$ cat src/rtl/switch_mcu_ex_alu_rr.sv
// rtl/switch_mcu_ex_alu_rr.sv - register-read ALU execute stage; optional multiply enabled by SWITCH_MCU_ALU_MUL_EN
module switch_mcu_ex_alu_rr #(
  parameter int XLEN   = 32,
  parameter int RF_AW  = 5,
  parameter int RD_LAT = 2
) (
  input  logic             in_clk,
  input  logic             in_rst,
  input  logic             in_start,
  input  logic             in_flush,
  input  logic [3:0]       in_op,
  input  logic [RF_AW-1:0] in_rs1,
  input  logic [RF_AW-1:0] in_rs2,
  input  logic [RF_AW-1:0] in_rd,
  output logic             out_ren_1,
  output logic [RF_AW-1:0] out_raddr_1,
  output logic             out_ren_2,
  output logic [RF_AW-1:0] out_raddr_2,
  input  logic [XLEN-1:0]  in_rdata_1,
  input  logic [XLEN-1:0]  in_rdata_2,
  output logic             out_wen,
  output logic [RF_AW-1:0] out_waddr,
  output logic [XLEN-1:0]  out_wdata,
  output logic             out_busy,
  output logic             out_done,
  output logic             out_illegal
);

  localparam int SHW = $clog2(XLEN);
  // Counter starts at RD_LAT-1 so the capture lands exactly RD_LAT cycles after READ.
  localparam logic [2:0] CNT_LOAD = 3'(RD_LAT - 1);

  typedef enum logic [1:0] {IDLE, READ, WAIT, WB} state_t;

  state_t           state_q, state_d;
  logic             accept;
  logic [3:0]       op_q;
  logic [RF_AW-1:0] rs1_q, rs2_q, rd_q;
  logic [2:0]       cnt_q;
  logic [XLEN-1:0]  a_q, b_q;
  logic [XLEN-1:0]  alu_res;
  logic             alu_ill;
  logic [SHW-1:0]   shamt;

  assign shamt = b_q[SHW-1:0];

  // State register plus captured request, latency counter and operands.
  always_ff @(posedge in_clk or negedge in_rst) begin
    if (!in_rst) begin
      state_q <= IDLE;
      op_q    <= '0;
      rs1_q   <= '0;
      rs2_q   <= '0;
      rd_q    <= '0;
      cnt_q   <= '0;
      a_q     <= '0;
      b_q     <= '0;
    end else begin
      state_q <= state_d;
      if (accept) begin
        op_q  <= in_op;
        rs1_q <= in_rs1;
        rs2_q <= in_rs2;
        rd_q  <= in_rd;
      end
      if (state_q == READ) begin
        cnt_q <= CNT_LOAD;
      end else if (state_q == WAIT && cnt_q != 3'd0) begin
        cnt_q <= cnt_q - 3'd1;
      end
      if (state_q == WAIT && !in_flush && cnt_q == 3'd0) begin
        a_q <= in_rdata_1;
        b_q <= in_rdata_2;
      end
    end
  end

  // Next state and all outputs; outputs are pure functions of state so reset clears them at once.
  always_comb begin
    state_d     = state_q;
    accept      = 1'b0;
    out_ren_1   = 1'b0;
    out_raddr_1 = '0;
    out_ren_2   = 1'b0;
    out_raddr_2 = '0;
    out_wen     = 1'b0;
    out_waddr   = '0;
    out_wdata   = '0;
    out_busy    = 1'b0;
    out_done    = 1'b0;
    out_illegal = 1'b0;
    case (state_q)
      IDLE: begin
        // Flush outranks start while idle.
        if (in_start && !in_flush) begin
          accept  = 1'b1;
          state_d = READ;
        end
      end
      READ: begin
        out_ren_1   = 1'b1;
        out_raddr_1 = rs1_q;
        out_ren_2   = 1'b1;
        out_raddr_2 = rs2_q;
        out_busy    = 1'b1;
        state_d     = in_flush ? IDLE : WAIT;
      end
      WAIT: begin
        out_busy = 1'b1;
        if (in_flush) begin
          state_d = IDLE;
        end else if (cnt_q == 3'd0) begin
          state_d = WB;
        end
      end
      WB: begin
        out_done    = 1'b1;
        out_illegal = alu_ill;
        out_waddr   = rd_q;
        out_wen     = !alu_ill && (rd_q != '0);
        out_wdata   = alu_ill ? '0 : alu_res;
        // Flush is ignored here; a new start chains straight into READ.
        if (in_start) begin
          accept  = 1'b1;
          state_d = READ;
        end else begin
          state_d = IDLE;
        end
      end
      default: state_d = IDLE;
    endcase
  end

  // Result of the captured operands; anything not decoded is flagged illegal.
  always_comb begin
    alu_res = '0;
    alu_ill = 1'b0;
    case (op_q)
      4'd0: alu_res = a_q + b_q;
      4'd1: alu_res = a_q - b_q;
      4'd2: alu_res = a_q << shamt;
      4'd3: alu_res = {{(XLEN-1){1'b0}}, ($signed(a_q) < $signed(b_q))};
      4'd4: alu_res = {{(XLEN-1){1'b0}}, (a_q < b_q)};
      4'd5: alu_res = a_q ^ b_q;
      4'd6: alu_res = a_q >> shamt;
      4'd7: alu_res = $signed(a_q) >>> shamt;
      4'd8: alu_res = a_q | b_q;
      4'd9: alu_res = a_q & b_q;
`ifdef SWITCH_MCU_ALU_MUL_EN
      4'd10: alu_res = a_q * b_q;
`endif
      default: alu_ill = 1'b1;
    endcase
  end

endmodule

$ cat config.mk
export PLATFORM = sky130hd
export DESIGN_NAME = switch_mcu_ex_alu_rr
export DESIGN_NICKNAME = d
export VERILOG_FILES = /design/src/rtl/switch_mcu_ex_alu_rr.sv
export SDC_FILE = /design/constraint.sdc
export NUM_CORES = 1
export LEC_CHECK = 0
export CORE_MARGIN = 4
export CORE_UTILIZATION = 35
export DETAILED_ROUTE_END_ITERATION = 8
export PLACE_DENSITY = 0.62
export SETUP_SLACK_MARGIN = 0.3
export SYNTH_ARGS = -nofsm -noshare
export SYNTH_HDL_FRONTEND = slang
export SYNTH_SLANG_ARGS = --single-unit
$ cat constraint.sdc
create_clock -name in_clk -period 6 [get_ports in_clk]
set_input_delay 0.6 -clock in_clk [delete_from_list [all_inputs] [get_ports in_clk]]
set_output_delay 0.6 -clock in_clk [all_outputs]
set_load 0.02 [all_outputs]
==> metrics <==
clock transition at the registers of the reported paths 0.09 ns; # setup viols final 0; ys async rst share 100%; Seq/Total Area, Yosys 17.5%; Layout Nets 1806; num ports 140; Post-synth EDFFs 0; largest net degree at the start of global routing 68; outcome complete, no violations; wire length after detailed routing 52800 µm; WL per Instance 25.4 µm; first-pass GRT wire length 78100 µm; Cell Pwr Density 686 nW/µm²; vias in the first global route 12.4k; worst slack, placed 1.02 ns; CTS tree done; root buf cell clkbuf_16; Lkg Pwr 5.81 nW; mux cell area share after synthesis 22.1%; Slew Limit Headroom 31.5%; Tmin final 5.49 ns; Synth top cells by count nor2_1 (159), a21oi_1 (128), inv_1 (109), o21ai_0 (109), ha_1 (107); Initial Util 35.5%; #FFs+latches synth 88; max-cap viol count 0; initial antenna violation count 0; leading area contributor after synthesis dfrtp_1; Row Count 69; Filler Cell Count 3647; Vias/cell 6.23; Die Span Y 198 µm; Final Hold Viols 0; grt total ovfl 0; fin crit share 91.4%; maximum VDD drop 400 µV; TNS Setup 0 ns; Syn Inst Count 1552; area grow syn2layout 15.9%; Setup Skew 0.0163 ns; RD Place Congestion 1.00; most numerous cell in the Yosys netlist nor2_1; Final Max Tran Viols 0; Residual DRC 0; layout cell share with drive strength beyond 1 14.2%; Core Region 35600 µm²; Clock Path Buffers 2; 1st-iter DRT viols 1499; startpoint types flop; Tot GR Track Use 26.1%; CP Data Required Time 5.40 ns; Final WS setup 0.513 ns; Yosys cell types 79; Mapped Area 12600 µm²; share of the synthesized area in the top cell type 17.5%; Worst-Margin Slew 1.03 ns; total power 10.0 mW; Num CTS Buffers 9; Max FO, Critical Path 12; Arrival @ worst endpoint 4.89 ns; postcts setup bufs 0; Setup crit end kind output pin; port bufs 139; die width 198 µm; die area 39100 µm²; Synth area leaders dfrtp_1 (17%), ha_1 (11%), mux4_2 (10%); R2R Setup Slk 3.58 ns; Final Non-Filler Cells 2076; largest family of logic cells by synthesized area compound AO/OA/AOI/OAI gates; final HPWL from detailed placement 39700 µm; H-tree Lvls 3; critical path class reg -> out; fmax 0.182 GHz; final instance area 14600 µm²; area post-placement 14300 µm²; Hold/Removal Path Class in -> async; clock sink total 88; Warnings, synthesis 0; ys flop type dfrtp_1; n_diodes 0; simple-gate portion of the synthesized area 15.7%; Post-Synth Adder-Cell Area 10.9%; clock latency on the worst-skew pair 0.40 ns; xor and xnor area share after synthesis 1.32%; vias 12.9k; FF-to-FF Start state_q[0]; post-synth net total 1748; Inst Count DP 2060; Post-DRT Antenna Nets 0; Synth Area in Compound Gates 24.7%; worst reg-to-reg path cell count 4; Initial DRT Pass Iterations 6; average cell area after synthesis 8.13 µm²; RSZ-0062 raised after global routing no; FF-to-FF End b_q[1]
==> state kept, by name (all words and copies together), names as in the netlist <==
signal and count:
a_q 32, rd_q 5, state_q 2, cnt_q 3, rs2_q 5, b_q 32, rs1_q 5, op_q 4
==> metal layers <==
| metal | track usage, % | wire (µm) | share of wire, % | vias to the layer above |
|---|---|---|---|---|
| met5 | 0 | 0 | 0 | - |
| met4 | 12.0 | 2660 | 5.0 | 0 |
| met3 | 5.82 | 4640 | 8.8 | 124 |
| met2 | 39.5 | 23000 | 44 | 668 |
| met1 | 35.6 | 22500 | 43 | 6311 |
| li1 | - | - | - | 5829 |
==> worst max-delay path by stage <==
stage	start	end	slack, ns
4_1_cts	a_q[12]	out_wdata[26]	0.58
5_1_grt	b_q[4]	out_wdata[28]	0.31
3_3_place_gp	a_q[12]	out_wdata[26]	1.02
3_5_place_dp	a_q[12]	out_wdata[26]	1.02
2_1_floorplan	b_q[3]	out_wdata[25]	1.43
6_report	b_q[4]	out_wdata[28]	0.51
==> cell type report <==
cell class,count,area [µm²],share of cell area (%)
clock buffers,9,225,1.54
clock inverters,7,81.3,0.556
inverters,110,413,2.82
multi-input cells,1225,9450,64.6
flip-flops and latches,88,2210,15.1
well taps,461,577,3.95
repair buffers,176,1670,11.4
==> cell families (layout without fill, tap and decap cells) <==
| family | Yosys count | after routing |
|---|---|---|
| multiplexers | 197 | 197 |
| AO/OA/AOI/OAI | 475 | 475 |
| XOR/XNOR | 19 | 19 |
| adder cells (fa/ha/maj) | 109 | 109 |
| buffers and inverters | 239 | 302 |
| flip-flops | 88 | 88 |
| AND/OR/NAND/NOR | 425 | 425 |
==> layout by cell type, fill, tap and decap left out, types with 56 or more instances in the layout <==
cell             synthesis  final
nor2_1                 159    159
mux2_2                  91     91
nand2_1                 92     92
o21ai_0                109    109
mux4_2                  56     56
dfrtp_1                 88     85
clkdlybuf4s50_1          0    138
ha_1                   107    107
a21oi_1                128    128
inv_1                  109    109
==> where the power goes <==
group	switching [mW]	total [mW]	internal [mW]
clock	0.323	0.622	0.299
sequential	0.526	1.40	0.874
combinational	4.96	8.00	3.05
==> metrics by stage <==
| step | hold WS [ns] | utilization (%) |
|---|---|---|
| 4_1_cts | 0.233 | 41.1 |
| 2_1_floorplan | 0.304 | - |
| 3_5_place_dp | 0.485 | 40.2 |
| 6_report | 0.211 | 41.1 |
| 5_1_grt | 0.251 | 41.1 |
| 3_3_place_gp | 0.484 | 40.2 |
==> critical path, stage by stage, from the launching register on <==
cell and delay, ns:
dfrtp_1 0.35, clkinv_1 0.34, ha_1 0.60, or3_1 0.43
o221ai_1 0.31, a21boi_1 0.22, a211o_1 0.35, a2111oi_1 0.66
o311ai_0 0.24, a31oi_1 0.32, clkdlybuf4s50_1 0.67
==> timing repair <==
action	4_1_cts	5_1_grt
resized for setup	0	2
hold buffers	0	0
setup endpoints to repair	0	2
(Power assumes the default switching activity.)
